**config.mk**
```make
export PLATFORM = sky130hd
export DESIGN_NAME = letc_core_mem_arbiter
export DESIGN_NICKNAME = d
export VERILOG_FILES = /design/src/rtl/letc_core_mem_arbiter.sv
export SDC_FILE = /design/constraint.sdc
export NUM_CORES = 1
export LEC_CHECK = 0
export ABC_AREA = 1
export BUFFER_PORTS_ARGS = -buffer_cell sky130_fd_sc_hd__clkbuf_2
export CORE_MARGIN = 8
export CORE_UTILIZATION = 47
export DETAILED_ROUTE_END_ITERATION = 8
export GPL_ROUTABILITY_DRIVEN = 0
export PLACE_DENSITY = 0.8
export RECOVER_POWER = 100
export SETUP_SLACK_MARGIN = 0.5
export SLEW_MARGIN = 10
export SYNTH_ARGS = -nofsm -noshare
export SYNTH_HDL_FRONTEND = slang
export SYNTH_SLANG_ARGS = --single-unit
```
**constraint.sdc**
```tcl
create_clock -name i_clk -period 4.73 [get_ports i_clk]
set_input_delay 0.473 -clock i_clk [delete_from_list [all_inputs] [get_ports i_clk]]
set_output_delay 0.473 -clock i_clk [all_outputs]
set_load 0.01 [all_outputs]
```
**src/rtl/letc_core_mem_arbiter.sv**
```systemverilog
// Purpose: shares the single LETC Core memory port between fetch and data; data has priority.
// Latency: grant -> bus request next cycle -> response pulse the cycle after bus response (min 3).
// Backpressure: ready only in IDLE, one outstanding; bus fields held until i_bus_req_ready. Macro LETC_CORE_MEM_ARBITER_STARVE_GUARD_EN adds a fetch starvation guard.

package letc_pkg;
    typedef logic [33:0] paddr_t;
endpackage

package letc_core_pkg;
    typedef enum logic [1:0] {
        SIZE_BYTE     = 2'd0,
        SIZE_HALFWORD = 2'd1,
        SIZE_WORD     = 2'd2
    } size_e;
endpackage

module letc_core_mem_arbiter #(
    parameter int STARVE_LIMIT = 4
) (
    input  logic             i_clk,
    input  logic             i_rst,
    input  logic             i_f_req_valid,
    output logic             o_f_req_ready,
    input  letc_pkg::paddr_t i_f_addr,
    input  logic             i_f_flush,
    output logic             o_f_rsp_valid,
    output logic [31:0]      o_f_rsp_rdata,
    input  logic             i_d_req_valid,
    output logic             o_d_req_ready,
    input  letc_pkg::paddr_t i_d_addr,
    input  logic             i_d_we,
    input  logic [31:0]      i_d_wdata,
    input  logic [1:0]       i_d_size,
    output logic             o_d_rsp_valid,
    output logic [31:0]      o_d_rsp_rdata,
    output logic             o_bus_req_valid,
    input  logic             i_bus_req_ready,
    output letc_pkg::paddr_t o_bus_addr,
    output logic             o_bus_we,
    output logic [31:0]      o_bus_wdata,
    output logic [1:0]       o_bus_size,
    input  logic             i_bus_rsp_valid,
    input  logic [31:0]      i_bus_rsp_rdata
);
    import letc_core_pkg::*;

    typedef struct packed {
        letc_pkg::paddr_t addr;
        logic             we;
        logic [31:0]      wdata;
        logic [1:0]       size;
    } bus_req_t;

    typedef enum logic [1:0] {IDLE, ISSUE, WAIT} state_e;
    typedef enum logic {OWNER_DATA, OWNER_FETCH} owner_e;

    state_e   state_q;
    owner_e   owner_q;
    logic     drop_q;
    bus_req_t bus_q;
    logic     idle;
    logic     f_ok;
    logic     f_win;
    logic     d_win;
    logic     starve_hit;

    assign o_bus_addr  = bus_q.addr;
    assign o_bus_we    = bus_q.we;
    assign o_bus_wdata = bus_q.wdata;
    assign o_bus_size  = bus_q.size;

`ifdef LETC_CORE_MEM_ARBITER_STARVE_GUARD_EN
    logic [3:0] starve_q;

    assign starve_hit = (starve_q >= 4'(STARVE_LIMIT));

    // Counts data grants that left a live fetch waiting; saturates at 15.
    always_ff @(posedge i_clk or posedge i_rst) begin
        if (i_rst) begin
            starve_q <= '0;
        end else if (o_f_req_ready) begin
            starve_q <= '0;
        end else if (o_d_req_ready && f_ok && (starve_q != 4'hF)) begin
            starve_q <= starve_q + 4'd1;
        end
    end
`else
    logic unused_starve_limit;

    assign unused_starve_limit = (STARVE_LIMIT != 0);
    assign starve_hit          = 1'b0;
`endif

    // Ready is held low during reset so every output reads 0 while i_rst is high.
    always_comb begin
        idle  = (state_q == IDLE) && !i_rst;
        f_ok  = i_f_req_valid && !i_f_flush;
        f_win = f_ok && (!i_d_req_valid || starve_hit);
        d_win = i_d_req_valid && !f_win;
    end

    assign o_f_req_ready = idle && f_win;
    assign o_d_req_ready = idle && d_win;

    always_ff @(posedge i_clk or posedge i_rst) begin
        if (i_rst) begin
            state_q         <= IDLE;
            owner_q         <= OWNER_DATA;
            drop_q          <= 1'b0;
            bus_q           <= '0;
            o_bus_req_valid <= 1'b0;
            o_f_rsp_valid   <= 1'b0;
            o_d_rsp_valid   <= 1'b0;
            o_f_rsp_rdata   <= '0;
            o_d_rsp_rdata   <= '0;
        end else begin
            o_f_rsp_valid <= 1'b0;
            o_d_rsp_valid <= 1'b0;
            case (state_q)
                IDLE: begin
                    if (o_d_req_ready) begin
                        bus_q   <= '{addr: i_d_addr, we: i_d_we, wdata: i_d_wdata, size: i_d_size};
                        owner_q <= OWNER_DATA;
                    end else if (o_f_req_ready) begin
                        bus_q   <= '{addr: i_f_addr, we: 1'b0, wdata: 32'd0, size: SIZE_WORD};
                        owner_q <= OWNER_FETCH;
                    end
                    if (o_d_req_ready || o_f_req_ready) begin
                        o_bus_req_valid <= 1'b1;
                        drop_q          <= 1'b0;
                        state_q         <= ISSUE;
                    end
                end
                ISSUE: begin
                    if ((owner_q == OWNER_FETCH) && i_f_flush) begin
                        drop_q <= 1'b1;
                    end
                    if (i_bus_req_ready) begin
                        o_bus_req_valid <= 1'b0;
                        state_q         <= WAIT;
                    end
                end
                WAIT: begin
                    if ((owner_q == OWNER_FETCH) && i_f_flush) begin
                        drop_q <= 1'b1;
                    end
                    if (i_bus_rsp_valid) begin
                        state_q <= IDLE;
                        drop_q  <= 1'b0;
                        if (owner_q == OWNER_DATA) begin
                            o_d_rsp_valid <= 1'b1;
                            o_d_rsp_rdata <= bus_q.we ? 32'd0 : i_bus_rsp_rdata;
                        end else if (!drop_q && !i_f_flush) begin
                            // A flush landing on the response cycle still discards it.
                            o_f_rsp_valid <= 1'b1;
                            o_f_rsp_rdata <= i_bus_rsp_rdata;
                        end
                    end
                end
                default: state_q <= IDLE;
            endcase
        end
    end

endmodule

```
==> run_results.csv <==
group,metric,value,unit
worst_setup_path,critPathSlowestCell,"inv_2",
global_route,track_usage,0.232,
floorplanning,core,12600,um^2
global_route,grt_pass1_wl,30.2,mm
flow_run,maxCapViolations,3,
worst_setup_path,required,4.26,ns
outcome,status,"complete, but fails checks",
timing,final_hold_viol_count,0,
synth,synth.area.mux_share,0,
synth,syn_inst,744,
min_path,min_delay_path_depth,3,
synth,synthSimpleGateAreaFrac,0.333,
synth,syn_nets,891,
route,antenna_left,0,
clocking,post_cts.repair.setup_buffers,0,
pwr,internal-power,0.00311,W
pwr,power_density,635,nW/um^2
worst_setup_path,cp-end-kind,"output pin",
clocking,clk_path_buf_depth,2,
worst_setup_path,timing.rr.start,"state_q[0]",
floorplanning,rows,41,
min_path,hp-class,"in2reg",
synth,synth_xor_area_frac,0,
pwr,power_frac_seq,0.397,
pwr,sw_frac_of_total,0.381,
global_route,grt_pass1_vias,5918,
synth,synth_top_area_share,0.580,
pwr,p_switching,0.00191,W
worst_setup_path,r2r_cells,7,
clocking,cts-root-buf,"clkbuf_16",
synth,synth_compound_area_frac,0.0311,
synth,synth_top_family_by_area,"simple AND/OR/NAND/NOR gates",
synth,yosysSeqAreaShare,0.580,
worst_setup_path,path_class,"reg2out",
worst_setup_path,worstPathCellList,"inv_1 -> ha_1 -> inv_1 -> nor2_1 -> nand2_4 -> inv_2 -> clkbuf_1",
synth,synthDistinctLibCells,17,
timing,tns,0,ns
worst_setup_path,r2r_end,"o_f_rsp_rdata[22]",
synth,synth-seq-cells,140,
worst_setup_path,worstPathArrival,3.03,ns
finish,fin_cells,1185,
global_route,grt_max_degree,105,
finish,fin_nets,1149,
worst_setup_path,critical_path.startpoint_type,"register",
timing,maxSlewHeadroom,-0.236,
worst_setup_path,crit_top_cell,"inv_1",
finish,diodes,0,
timing,slew_viol_final,145,
route,first_pass_iters,5,
min_path,min_from,"i_d_wdata[20]",
synth,syn_area,6040,um^2
placement,port_buffers,279,
worst_setup_path,cp_max_fo,104,
clocking,ctsHtreeMaxLevel,4,
pwr,ir_drop,0.000263,V
route,drt-initial-drc-count,358,
finish,layout-drive-gt1-share,0.174,
clocking,holdBufCountCts,0,
finish,post-route-cell-area,7920,um^2
synth,ys_warn_count,0,
timing,fin_worst_skew,0.00564,ns
timing,finalCriticalPeriod,3.50,ns
worst_setup_path,rrSetupSlack,1.26,ns
synth,yosysTopAreaCell,"dfrtp_1",
min_path,hold-path-endpoint,"o_bus_wdata[20]",
floorplanning,io_pins,280,
clocking,cts_tree,"yes",
worst_setup_path,slowest_delay,0.78,ns
route,drcViolationCount,0,
route,wl_per_cell,16.3,um
route,vias,5912,
timing,rsz0062_at_grt,"false",
pwr,power_frac_comb,0.336,
clocking,cts.sinks,140,
clocking,clock_latency,0.41,ns
global_route,grt_overflow,0,
timing,final-setup-viol-count,0,
worst_setup_path,cp.depth,7,
synth,avgSynthCellArea,8.12,um^2
pwr,leakagePower,4.42,nW
pwr,clock_power_share,0.267,
clocking,cts_inserted_buffers,17,
timing,fmax,0.285,GHz
floorplanning,start_util,0.481,
placement,dp_cells,1155,
clocking,clk_pin_slew,0.06,ns
outcome,violations,"max-capacitance violations, max-slew violations",
finish,area_delta_synth_final,31.0,%
placement,dpl.hpwl,13.7,mm
worst_setup_path,crit_family,"buffers and inverters",
timing,post-route-period-util,0.741,
timing,worstMarginPinSlew,1.85,ns
floorplanning,die_w,129,um
floorplanning,die_area,16700,um^2
clocking,cts.repair.resized,0,
floorplanning,die_y,129,um
worst_setup_path,crit_buf_inv,4,
route,viasPerCell,4.99,
route,routed_wirelength,19.4,mm
synth,synthTopCellsByArea,"dfrtp_1, nand2_1, nand3_1",
placement,dpl_cell_area,7520,um^2
global_route,antenna_found_initial,0,
synth,synthAdderAreaFrac,0.0104,
[synth_stat cells]
library cell  number
buf_2             24
nor2_2             1
nor2_1             6
nand3_1          104
o21ai_0           33
ha_1               5
clkbuf_1          21
o22a_1             1
buf_4              2
dfrtp_1          140
a21oi_1            1
inv_2              1
or2_2              1
a21oi_2            1
nand4_1            1
nand2_1          386
inv_1             16
[tightest hold or removal path: stages]
cell      delay, ns
clkbuf_2       0.07
nand2_1        0.04
nand2_1        0.05
[layout make-up]
cell class	count	area [um^2]
Clock inverter	6	111
Sequential cell	140	3500
Tap cell	172	215
Inverter	17	67.6
Multi-Input combinational cell	540	2280
Fill cell	1194	4650
Timing Repair Buffer	286	1260
Clock buffer	24	482
[cell families after synthesis]
| group | after synthesis |
|---|---|
| DFF | 140 |
| and+or+nand+nor | 499 |
| buffers and inverters | 64 |
| AOI/OAI and AO/OA | 36 |
| adders and majority gates | 5 |
[registers in the layout (all words and copies together) (netlist names)]
register         cells
o_bus_wdata         32
state_q              2
o_bus_addr          34
owner_q              1
o_f_rsp_valid        1
o_f_rsp_rdata       32
o_d_rsp_valid        1
drop_q               1
o_bus_size           2
o_d_rsp_rdata       32
o_bus_we             1
o_bus_req_valid      1
[per-layer routing]
metal,GRT usage,vias to the layer above,wire length [um]
met1,0.270,2742,7600
met2,0.376,285,9340
met4,0.117,0,537
met3,0.0776,38,1890
li1,-,2847,-
met5,0,-,0
[layout by cell type (no fill, tap or decap), drive strengths merged]
master,netlist,routed
nand2,386,386
clkbuf,21,307
dfrtp,140,140
nand3,104,104
o21ai,33,33
inv,17,16
nor2,7,7
ha,5,5
bufinv,0,3
buf,26,3
clkinvlp,0,2
a21oi,2,2
clkinv,0,2
nand4,1,1
or2,1,1
o22a,1,1
[worst max path at each step]
stage	end	startpoint	slack, ns
2_1_floorplan	o_bus_addr[27]	i_rst	1.52
3_3_place_gp	o_bus_addr[30]	state_q[0]	1.68
3_5_place_dp	o_bus_addr[31]	state_q[0]	1.62
4_1_cts	o_d_req_ready	state_q[0]	1.23
5_1_grt	o_d_req_ready	state_q[1]	0.91
6_report	o_d_req_ready	state_q[0]	1.23
[stage by stage]
| step | utilization | hold slack (ns) | worst slack, ns | power [W] |
|---|---|---|---|---|
| 2_1_floorplan | - | 0.464 | 1.52 | 0.00298 |
| 3_5_place_dp | 0.598 | 0.465 | 1.62 | 0.00384 |
| 3_3_place_gp | 0.598 | 0.461 | 1.68 | 0.00378 |
| 4_1_cts | 0.645 | 0.238 | 1.23 | 0.00521 |
| 6_report | 0.630 | 0.259 | 1.23 | 0.00503 |
| 5_1_grt | 0.630 | 0.248 | 0.909 | 0.00538 |
[power by group through the flow]
stage                     combinational [W]  clock [W]  sequential (W)
final                               0.00169    0.00134         0.00200
after global routing                0.00191    0.00141         0.00205
after CTS                           0.00185    0.00136         0.00200
after detailed placement            0.00184          0         0.00200
after global placement              0.00179          0         0.00199
after floorplan                    0.000803          0         0.00218
Note: power is estimated with default switching activity, not from simulation.
